===== src/rtl/xy_fsm_pkg.sv =====
// rtl/xy_fsm_pkg.sv - shared state and command encodings for the xy_fsm sequencer
package xy_fsm_pkg;

    typedef enum logic [1:0] {
        S0 = 2'b00,
        S1 = 2'b01,
        S2 = 2'b10,
        S3 = 2'b11
    } state_t;

    localparam logic [1:0] CMD_HOLD = 2'b00;
    localparam logic [1:0] CMD_A    = 2'b10;
    localparam logic [1:0] CMD_B    = 2'b01;
    localparam logic [1:0] CMD_CLR  = 2'b11;

endpackage


===== src/rtl/xy_fsm.sv =====
// rtl/xy_fsm.sv - four-state Moore sequencer stepped by the {x,y} command
module xy_fsm
    import xy_fsm_pkg::*;
(
    input  logic clk,
    input  logic rst,
    input  logic x,
    input  logic y,
    output logic z
);

    state_t     state_q;
    state_t     state_d;
    logic [1:0] cmd;

    assign cmd = {x, y};

    // State register; reset wins over any command on the same edge.
    always_ff @(posedge clk) begin
        if (rst) begin
            state_q <= S0;
        end else begin
            state_q <= state_d;
        end
    end

    // Next-state decode: hold, clear, or one of the two step commands.
    always_comb begin
        state_d = state_q;
        case (cmd)
            CMD_CLR: begin
                state_d = S0;
            end
            CMD_A: begin
                case (state_q)
                    S0:      state_d = S2;
                    default: state_d = S1;
                endcase
            end
            CMD_B: begin
                case (state_q)
                    S0:      state_d = S1;
                    S3:      state_d = S2;
                    default: state_d = S3;
                endcase
            end
            default: begin
                state_d = state_q;
            end
        endcase
    end

    // Moore output decoded from the register only, so no input reaches z combinationally.
    assign z = (state_q == S3);

endmodule


===== config.mk =====
export PLATFORM = sky130hd
export DESIGN_NAME = xy_fsm
export DESIGN_NICKNAME = d
export VERILOG_FILES = /design/src/rtl/xy_fsm_pkg.sv /design/src/rtl/xy_fsm.sv
export SDC_FILE = /design/constraint.sdc
export NUM_CORES = 1
export LEC_CHECK = 0
export ABC_AREA = 1
export BUFFER_PORTS_ARGS = -buffer_cell sky130_fd_sc_hd__buf_4
export CORE_AREA = 2 2 39 41
export DETAILED_ROUTE_END_ITERATION = 12
export DIE_AREA = 0 0 41 43
export HOLD_SLACK_MARGIN = 0.05
export SYNTH_ARGS = -nofsm -noshare
export SYNTH_HDL_FRONTEND = slang
export SYNTH_SLANG_ARGS = --single-unit

===== constraint.sdc =====
create_clock -name clk -period 1.32 [get_ports clk]
set_clock_uncertainty 0.2 [all_clocks]
set_input_delay 0.198 -clock clk [delete_from_list [all_inputs] [get_ports clk]]
set_output_delay 0.198 -clock clk [all_outputs]
set_load 0.05 [all_outputs]

After elaboration in Yosys (flattened, before gate mapping):

Cells that the tools add are included.

* output and inout bits: 1
* RAM bits: 0
* logic and storage cells: 10
* latch bits: 0
* memories kept: 0
* flip-flop bits (word level): 2
* bits of input ports: 4
* memory bits (read-only): 0

* add/sub/neg operators: 0
* bitwise logic cells: 0
* equal/unequal tests: 4
* shift-type cells: 0
* reduce and logical (&&, ||, !) cells: 2
* multipliers: 0
* div/mod/pow operators: 0
* multiplexer cells: 3
* magnitude comparators: 0

Operators with widths (count)
* == test 2 bit (second input constant): 3
* one-hot mux 2 bit (3 select lines): 1
* one-hot mux 2 bit (2 select lines): 1
* nonzero test 3 bit: 1
* == test 2 x 1 -> 1 bit (second input constant): 1
* zero test 2 bit: 1
* 2-to-1 mux 2 bit: 1

Longest topological paths before layout:

Gate-level depths: netlist of the first run.

* word-level depth: 3
* mapped depth: 6
* gate-level depth less buffers: 6

Worst setup path before layout of the first run:

No wires, ideal clock.

* path type: reg-to-output
* start point: register state_q[1]
* end point: output port z
* data required time: 0.922 ns
* path buffers: 0
* path slack: 0.176 ns
* data arrival time: 0.746 ns
* cell stages (with the launch flop): 3
* path through: dfxtp_1 nand2_1 inv_1

* cells in the longest elaborated chain, start to end: 1

Ends and longest elaborated chain
* from (decl): line xy_fsm.sv:12 `state_t state_q;`
* from (signal assigned): line xy_fsm.sv:23 `state_q <= state_d;`
* == test 2 bit: line xy_fsm.sv:54 `assign z = (state_q == S3);`
* to (decl): line xy_fsm.sv:9 `output logic z`

Every way passes these cells.

Worst setup path in the final report of the first run:

Ends and elaborated chain as after synthesis.

==> results.yml, run 1 <==
sta:
  setup_total_negative_slack_ns: 0
  slew_headroom_pct: 89.3
  final.setup.worst_slack_ns: 0.0559
  final_min_period_over_clock_period_pct: 95.8
  finalHoldViolCount: 0
  layout_min_cycle_time_ns: 1.26
  final.hold.worst_slack_ns: 0.283
  worst_pin_slew_ns: 0.161
  fmax_ghz: 0.791
  timing.final.setup_violations: 0
  finalMaxSlewViolations: 0
  grt_setup_unrepaired: "no"
setup_path:
  critPathCaptureType: "primary output"
  max_stage_delay_ns: 0.35
  critPathArrivalTime_ns: 0.87
  critical-path-slowest-cell: "sky130_fd_sc_hd__dfxtp_2"
  crit_path_start_kind: "flip-flop"
  critical_path.cell_chain: "nand2_1 -> inv_1 -> buf_6"
  critical_path.top_delay_family: "flip-flops"
  crit_path_max_fanout: 5
  worst_ep_required_time_ns: 0.92
  crit_buf_inv: 2
  timing_worst_setup_path_type: "reg -> out"
logic_synthesis:
  ys_seq_elements: 2
  synth_nets: 31
  synth_area_leader_cell: "sky130_fd_sc_hd__dfxtp_1"
  syn-mean-instance-area_um2: 7.04
  synth.most_common_cell: "sky130_fd_sc_hd__nand2_1"
  synth_largest_type_area_fraction_pct: 23.7
  synth-edff-count: 0
  netlist_area_um2: 169
  ys_seq_area_share_pct: 23.7
  ys_top_cells_by_area: "sky130_fd_sc_hd__dfxtp_1, sky130_fd_sc_hd__ha_1, sky130_fd_sc_hd__nand2_1, sky130_fd_sc_hd__inv_1, sky130_fd_sc_hd__nor2_4"
  ys_top_cells_by_count: "sky130_fd_sc_hd__nand2_1, sky130_fd_sc_hd__inv_1, sky130_fd_sc_hd__ha_1, sky130_fd_sc_hd__dfxtp_1"
  post_synth_num_cell_types: 11
  synth_warnings: 0
  postSynth.topFlopCell: "sky130_fd_sc_hd__dfxtp_1"
  synth_cells: 24
  ys_async_sr_fraction_pct: 0
status:
  run_status: "finished clean"
route:
  drtIter0Drc: 0
  detail_route.drc_violations: 0
  first_pass_iters: 1
  wire_per_inst_um: 7.19
  postRouteAntennaNets: 0
  detail_route.wirelength_um: 345
  num_vias: 167
  vias_per_cell: 3.48
cts:
  clkSinkCount: 2
  cts-buffers-inserted: 3
  clock-root-buffer: "sky130_fd_sc_hd__clkbuf_4"
  max-clock-path-buffers: 2
  cts_post_setup_buffers_inserted: 0
  htree_num_levels: 1
  cts_tree: "yes"
  path_clk_slew_ns: 0.03
  clock_latency_ns: 0.22
cells_and_area:
  area_of_the_multi_input_gates_um2: 110
  final.fill_count: 164
  num-nets-final: 41
  max_flop_register: "state_q"
  layout.cell_area.non_filler_um2: 258
  biggest_registers_after_layout: "state_q: 2 flops"
  number_of_inserted_diodes: 0
  layout.cells.non_filler: 48
  largest_reg_flops: 2
  layout-drive-gt1-share_pct: 34.4
  final-seq-area_um2: 42.5
  synthToLayoutAreaGrowth_pct: 52.6
die:
  floorplan.initialDensity_pct: 12.2
  coreArea_um2: 1380
  die_y_um: 43
  fp.dieArea_um2: 1760
  floorplan.die.width_um: 41
  core.rowCount: 14
  ioPinCount: 5
global_route:
  groute.usage.overall_pct: 4.80
  grt_antenna_before_repair: 0
  grt_start_max_net_pins: 6
  globalRoute.totalOverflow: 0
  wire_length_of_the_first_global_routing_pass_um: 531
  grt_pass1_vias: 153
pwr:
  power_density_nw_per_um2: 948
  static-leakage-power_nw: 0.135
  worst_ir_drop_vdd_uv: 181
worst_hold_path:
  min_path_type: "reg -> reg"
placed_design:
  port_buffer_count: 4
  detailed_place_hpwl_um: 279
  placed_cells_incl_taps: 44
  placement.setup.worst_slack_ns: 0.0707
  routabilityCongestion: 0.625
  placedInstanceArea_um2: 219
job:
  max_cap_viol_count: 0
[per-layer routing]
layer	GRT usage, %	wire [um]	up-vias
met4	6.00	16	0
met5	0	0	-
li1	-	-	90
met1	4.46	133	71
met2	7.81	191	4
met3	0	4	2
[cell type report]
type | count | share of cell area [%]
Clock buffer | 3 | 8.74
Timing Repair Buffer | 5 | 17.0
Multi-Input combinational cell | 17 | 42.7
Inverter | 5 | 7.28
Tap cell | 16 | 7.77
Sequential cell | 2 | 16.5
[cells by family (layout without fill, tap and decap cells)]
group,count (synthesis),count (layout),share of synthesized area (%)
AOI/OAI and AO/OA,4,4,15.6
adders and majority gates,3,3,22.2
buffers and inverters,5,13,11.1
DFF,2,2,23.7
and+or+nand+nor,10,10,27.4
[cell usage in the layout, fill, tap and decap left out, drive strengths merged]
master       Yosys  final
clkbuf           0      3
nand2            7      7
inv              5      5
dfxtp            2      2
ha               3      3
nand3            1      1
o21bai           1      1
a21oi            2      2
buf              0      4
nor2             2      2
dlygate4sd3      0      1
o21ai            1      1
[final timing paths]
path / slack, ns / startpoint / cells after the start / end
worst min register to register: 0.28 / state_q[0] / 2 / state_q[0]
worst max register to register: 0.35 / state_q[0] / 3 / state_q[1]
worst max-delay path: 0.06 / state_q[1] / 3 / z
worst min-delay path: 0.28 / state_q[0] / 2 / state_q[0]
[power by group]
| part | switching (W) | total [W] | internal [W] |
|---|---|---|---|
| combinational | 0.0000201 | 0.0000404 | 0.0000204 |
| sequential | 0.00000376 | 0.0000683 | 0.0000646 |
| clock | 0.0000352 | 0.000135 | 0.000100 |
[stage by stage]
stage | total power, W | utilization [%]
2_1_floorplan | 0.0000929 | -
3_3_place_gp | 0.000105 | 15.8
3_5_place_dp | 0.000107 | 15.8
4_1_cts | 0.000249 | 18.4
5_1_grt | 0.000260 | 18.6
6_report | 0.000244 | 18.6
[timing repair]
item	CTS	global route
endpoints found under the hold margin	2	0
endpoints found under the setup margin	1	1
hold buffers	1	0
resized for setup	2	1
[worst min-delay path, stage by stage (launching register included)]
cell and delay [ns]:
sky130_fd_sc_hd__dfxtp_2 0.33, sky130_fd_sc_hd__nand2_1 0.06, sky130_fd_sc_hd__a21oi_1 0.05
Power figures use the tool's default switching activity.
==> run 2: changes to the inputs <==
CTS_BUF_LIST = sky130_fd_sc_hd__clkbuf_8   (was unset)
==> run 2 against run 1 <==
Net effect: routed wire length is 6.7% higher; setup slack worse by 0.0044 ns; count of clock-buffer cells in the layout stayed put; non-clock buffer count stayed put; largest power group unchanged; fmax is 0.35% lower; largest cell class unchanged.
==> results.yml, run 2 (synthesized netlist as in run 1, its figures left out) <==
global_route:
  groute.usage.overall_pct: 5.01
  grt_start_max_net_pins: 6
  grt_pass1_vias: 156
  grt_antenna_before_repair: 0
  wire_length_of_the_first_global_routing_pass_um: 558
  globalRoute.totalOverflow: 0
sta:
  final.hold.worst_slack_ns: 0.283
  finalHoldViolCount: 0
  finalMaxSlewViolations: 0
  setup_total_negative_slack_ns: 0
  worst_pin_slew_ns: 0.161
  layout_min_cycle_time_ns: 1.27
  slew_headroom_pct: 89.3
  grt_setup_unrepaired: "no"
  fmax_ghz: 0.788
  timing.final.setup_violations: 0
  final_min_period_over_clock_period_pct: 96.1
die:
  floorplan.initialDensity_pct: 12.2
  coreArea_um2: 1380
  floorplan.die.width_um: 41
  ioPinCount: 5
  fp.dieArea_um2: 1760
  core.rowCount: 14
  die_y_um: 43
route:
  drtIter0Drc: 0
  first_pass_iters: 1
  met2_wirelength_um: 204
  route.top_layer_used: "met4"
  detail_route.drc_violations: 0
  wirelength_met1_um: 138
  postRouteAntennaNets: 0
  detail_route.wirelength_um: 368
  num_vias: 169
  vias_per_cell: 3.52
  wire_per_inst_um: 7.67
  dr_wl_met3_um: 8
cells_and_area:
  final.fill_count: 163
  max_flop_register: "state_q"
  synthToLayoutAreaGrowth_pct: 61.5
  num-nets-final: 41
  number_of_inserted_diodes: 0
  layout-drive-gt1-share_pct: 34.4
  biggest_registers_after_layout: "state_q: 2 flops"
  final_common_cell: "sky130_fd_sc_hd__nand2_1"
  final_cell_mix: "sky130_fd_sc_hd__nand2_1, sky130_fd_sc_hd__inv_1, sky130_fd_sc_hd__buf_4, sky130_fd_sc_hd__ha_1, sky130_fd_sc_hd__clkbuf_8"
  largest_reg_flops: 2
cts:
  cts_post_setup_buffers_inserted: 0
  clock_latency_ns: 0.21
  max-clock-path-buffers: 2
  clkSinkCount: 2
  cts-buffers-inserted: 3
  htree_num_levels: 1
  clock-root-buffer: "sky130_fd_sc_hd__clkbuf_8"
  path_clk_slew_ns: 0.03
  cts_tree: "yes"
pwr:
  fin_total_pwr_w: 0.000350
  worst_ir_drop_vdd_uv: 321
  net-switching-power_w: 0.0000723
  sw_frac_of_total_pct: 20.7
  power_density_nw_per_um2: 1280
  p_int_w: 0.000278
  static-leakage-power_nw: 0.142
  seq_power_share_pct: 19.5
  pwr-share-clk_pct: 68.9
  power_frac_comb_pct: 11.5
setup_path:
  critPathCaptureType: "primary output"
  timing_worst_setup_path_type: "reg -> out"
  max_stage_delay_ns: 0.35
  worst_ep_required_time_ns: 0.92
  critical_path.cell_chain: "nand2_1 -> inv_1 -> buf_4"
  crit_path_start_kind: "flip-flop"
  critical-path-slowest-cell: "sky130_fd_sc_hd__dfxtp_2"
  crit_path_max_fanout: 5
  critPathArrivalTime_ns: 0.87
job:
  max_cap_viol_count: 0
placed_design:
  port_buffer_count: 4
  routabilityCongestion: 0.625
  detailed_place_hpwl_um: 279
worst_hold_path:
  min_path_type: "reg -> reg"
status:
  run_status: "finished clean"
[run 2: per-stage QoR]
stage / area, um^2 / utilization [%] / instances / setup WS, ns
finish: 273 / 19.7 / 48 / 0.0514
CTS: 273 / 19.7 / 48 / 0.0435
global placement: 219 / 15.8 / 44 / 0.116
detailed placement: 219 / 15.8 / 44 / 0.0707
global route: 273 / 19.7 / 48 / 0.000948
floorplan: 169 / - / 24 / 0.176
[run 2: final cells by class]
class | count | area, um^2 | area share [%]
clock buffer | 3 | 41.3 | 15.1
sequential | 2 | 42.5 | 15.6
inverter | 5 | 18.8 | 6.88
multi-input combinational | 17 | 110 | 40.4
timing repair buffer | 5 | 40.0 | 14.7
tap | 16 | 20.0 | 7.34
[run 2: what timing repair did]
| item | CTS | global route |
|---|---|---|
| resized for setup | 2 | 0 |
| endpoints found under the hold margin | 2 | 0 |
| endpoints found under the setup margin | 1 | 0 |
| hold buffers | 1 | 0 |
[run 2: worst max-delay path: cells and delay by family (launching register included)]
kind | cells | cell delay [ns]
buffers and inverters | 2 | 0.23
DFF | 1 | 0.35
and+or+nand+nor | 1 | 0.07
[run 2: metal layers]
| metal | vias to the layer above | global-route usage (%) |
|---|---|---|
| li1 | 90 | - |
| met1 | 72 | 4.78 |
| met2 | 5 | 8.13 |
| met3 | 2 | 0 |
| met4 | 0 | 6.00 |
| met5 | - | 0 |
[run 2: worst paths after layout]
path | depth (start not counted) | start | slack [ns] | to
setup / recovery | 3 | state_q[1] | 0.05 | z
hold / removal | 2 | state_q[0] | 0.28 | state_q[0]
setup reg to reg | 3 | state_q[0] | 0.35 | state_q[1]
hold reg to reg | 2 | state_q[0] | 0.28 | state_q[0]
[run 2: power by group through the flow]
stage / Combinational (W) / Sequential [W] / Clock [W]
floorplan: 0.0000255 / 0.0000674 / 0
global placement: 0.0000370 / 0.0000682 / 0
detailed placement: 0.0000385 / 0.0000685 / 0
CTS: 0.0000410 / 0.0000685 / 0.000244
global route: 0.0000447 / 0.0000690 / 0.000250
finish: 0.0000404 / 0.0000684 / 0.000241
==> run 3: changes to the inputs <==
ABC_AREA = unset   (was 1)
TNS_END_PERCENT = 1   (was unset)
==> run 3 against run 2 <==
Net effect: sequential cell count unchanged; combinational power is 5.0% higher; cell count decreased by 8.3%; non-clock buffer count unchanged; setup slack worse by 0.0093 ns; first-iteration DRC count grew 1; core utilization fell by 0.27 points; fmax decreased by 0.72%; sequential share of layout area shrank 0.25 points; register-to-register slack worse by 0.06 ns; total power fell by 0.36%; global-route usage increased by 0.71 points.
==> results.yml, run 3 <==
logic_synthesis:
  synth.most_common_cell: "sky130_fd_sc_hd__nor2_1"
  ys_top_cells_by_count: "sky130_fd_sc_hd__nor2_1, sky130_fd_sc_hd__ha_1, sky130_fd_sc_hd__inv_1"
  synth-edff-count: 0
  ys_top_cells_by_area: "sky130_fd_sc_hd__dfxtp_1, sky130_fd_sc_hd__ha_1, sky130_fd_sc_hd__o311a_1, sky130_fd_sc_hd__nor2_1, sky130_fd_sc_hd__inv_1"
  ys_seq_area_share_pct: 24.6
  synth_largest_type_area_fraction_pct: 24.6
  syn-mean-instance-area_um2: 8.13
  netlist_area_um2: 163
  ys_async_sr_fraction_pct: 0
  ys_seq_elements: 2
  synth_cells: 20
  synth_warnings: 0
  synth_nets: 27
  synth_area_leader_cell: "sky130_fd_sc_hd__dfxtp_1"
  post_synth_num_cell_types: 10
  postSynth.topFlopCell: "sky130_fd_sc_hd__dfxtp_1"
die:
  floorplan.initialDensity_pct: 11.8
  coreArea_um2: 1380
  ioPinCount: 5
  core.rowCount: 14
  die_y_um: 43
  floorplan.die.width_um: 41
  fp.dieArea_um2: 1760
route:
  vias_per_cell: 3.45
  wire_per_inst_um: 7.84
  detail_route.drc_violations: 0
  drtIter0Drc: 1
  postRouteAntennaNets: 0
  first_pass_iters: 2
  detail_route.wirelength_um: 345
  num_vias: 152
global_route:
  wire_length_of_the_first_global_routing_pass_um: 600
  busiest_layer: "met2"
  grtUsageMet3_pct: 3.14
  groute.usage.overall_pct: 5.71
  gr-usage-met2_pct: 8.44
  grt_antenna_before_repair: 0
  grt_pass1_vias: 182
  met1_usage_pct: 3.83
  globalRoute.totalOverflow: 0
  grt_start_max_net_pins: 6
setup_path:
  r2r_cells: 3
  timing_worst_setup_path_type: "reg -> out"
  r2r_slack_ns: 0.29
  crit_path_max_fanout: 4
  critPathCaptureType: "primary output"
  critical_path.reg2reg.endpoint: "state_q[0]"
  crit_path_start_kind: "flip-flop"
  worst_ep_required_time_ns: 0.92
  r2r_start: "state_q[1]"
  critPathArrivalTime_ns: 0.88
cts:
  cts_post_setup_buffers_inserted: 0
  max-clock-path-buffers: 2
  cts_tree: "yes"
  clock_latency_ns: 0.21
  clock-root-buffer: "sky130_fd_sc_hd__clkbuf_8"
  clkSinkCount: 2
  htree_num_levels: 1
  cts-buffers-inserted: 3
  path_clk_slew_ns: 0.03
cells_and_area:
  layout.cell_area.non_filler_um2: 269
  final_common_cell: "sky130_fd_sc_hd__nor2_1"
  layout-drive-gt1-share_pct: 35.7
  final.fill_count: 160
  post-route-util_pct: 19.4
  num-nets-final: 37
  biggest_registers_after_layout: "state_q: 2 flops"
  max_flop_register: "state_q"
  final_cell_mix: "sky130_fd_sc_hd__nor2_1, sky130_fd_sc_hd__inv_1, sky130_fd_sc_hd__ha_1, sky130_fd_sc_hd__clkbuf_8, sky130_fd_sc_hd__buf_4"
  number_of_inserted_diodes: 0
  largest_reg_flops: 2
  synthToLayoutAreaGrowth_pct: 65.4
worst_hold_path:
  worst_hold_path.num_cells: 3
  min-delay-start: "y"
  holdPathEnd: "state_q[0]"
  min_path_type: "in -> reg"
sta:
  setup_total_negative_slack_ns: 0
  fmax_ghz: 0.783
  grt_setup_unrepaired: "no"
  finalHoldViolCount: 0
  final.setup.worst_slack_ns: 0.0422
  slew_headroom_pct: 88.4
  layout_min_cycle_time_ns: 1.28
  finalMaxSlewViolations: 0
  final_min_period_over_clock_period_pct: 96.8
  worst_pin_slew_ns: 0.175
  final.hold.worst_slack_ns: 0.264
  timing.final.setup_violations: 0
placed_design:
  placedInstanceArea_um2: 213
  routabilityCongestion: 0.588
  port_buffer_count: 4
  placement.setup.worst_slack_ns: 0.0157
  detailed_place_hpwl_um: 252
pwr:
  static-leakage-power_nw: 0.130
  power_density_nw_per_um2: 1300
  worst_ir_drop_vdd_uv: 479
status:
  run_status: "finished clean"
job:
  max_cap_viol_count: 0
[run 3: critical path, stage by stage (launching register included)]
cell	delay [ns]
sky130_fd_sc_hd__dfxtp_1	0.35
sky130_fd_sc_hd__and2_4	0.17
sky130_fd_sc_hd__buf_6	0.15
[run 3: cell families (layout without fill, tap and decap cells)]
family	count (synthesis)	after routing	synth area share [%]
buffers and inverters	3	11	6.92
adder cells (fa/ha/maj)	3	3	23.1
AO/OA/AOI/OAI	6	6	28.5
flip-flops	2	2	24.6
AND/OR/NAND/NOR	6	6	16.9
[run 3: area by class of cell]
cell class / count / area [um^2] / share of cell area, %
multi-input cells: 15 / 111 / 41.4
well taps: 16 / 20.0 / 7.44
inverters: 3 / 11.3 / 4.19
repair buffers: 5 / 43.8 / 16.3
clock buffers: 3 / 41.3 / 15.3
flip-flops and latches: 2 / 41.3 / 15.3
[run 3: what timing repair did]
item	in CTS	in global routing
hold buffers	1	0
gates resized for setup	2	0
hold endpoints to repair	1	0
endpoints found under the setup margin	1	0
[run 3: worst max-delay path by stage]
stage | end | start | cells past startpoint
CTS | z | state_q[1] | 2
global route | z | state_q[1] | 2
finish | z | state_q[1] | 2
floorplan | state_q[0] | y | 5
detailed placement | state_q[0] | y | 6
global placement | state_q[0] | y | 6
[run 3: routing by layer]
| layer | vias up | share of wire, % |
|---|---|---|
| met4 | 0 | 0 |
| met5 | - | 0 |
| li1 | 85 | - |
| met1 | 65 | 43 |
| met3 | 0 | 3.8 |
| met2 | 2 | 53 |
[run 3: power by group]
group          leakage (nW)  total [W]  switching, W  internal (W)
Clock                0.0216   0.000238     0.0000457      0.000193
Sequential           0.0168  0.0000680    0.00000334     0.0000647
Combinational        0.0918  0.0000424     0.0000201     0.0000223
Total                 0.130   0.000349     0.0000691      0.000280
[run 3: per-stage QoR]
| step | power [W] | std cells |
|---|---|---|
| finish | 0.000349 | 44 |
| global route | 0.000369 | 44 |
| global placement | 0.000107 | 40 |
| floorplan | 0.0000948 | 20 |
| CTS | 0.000360 | 44 |
| detailed placement | 0.000108 | 40 |
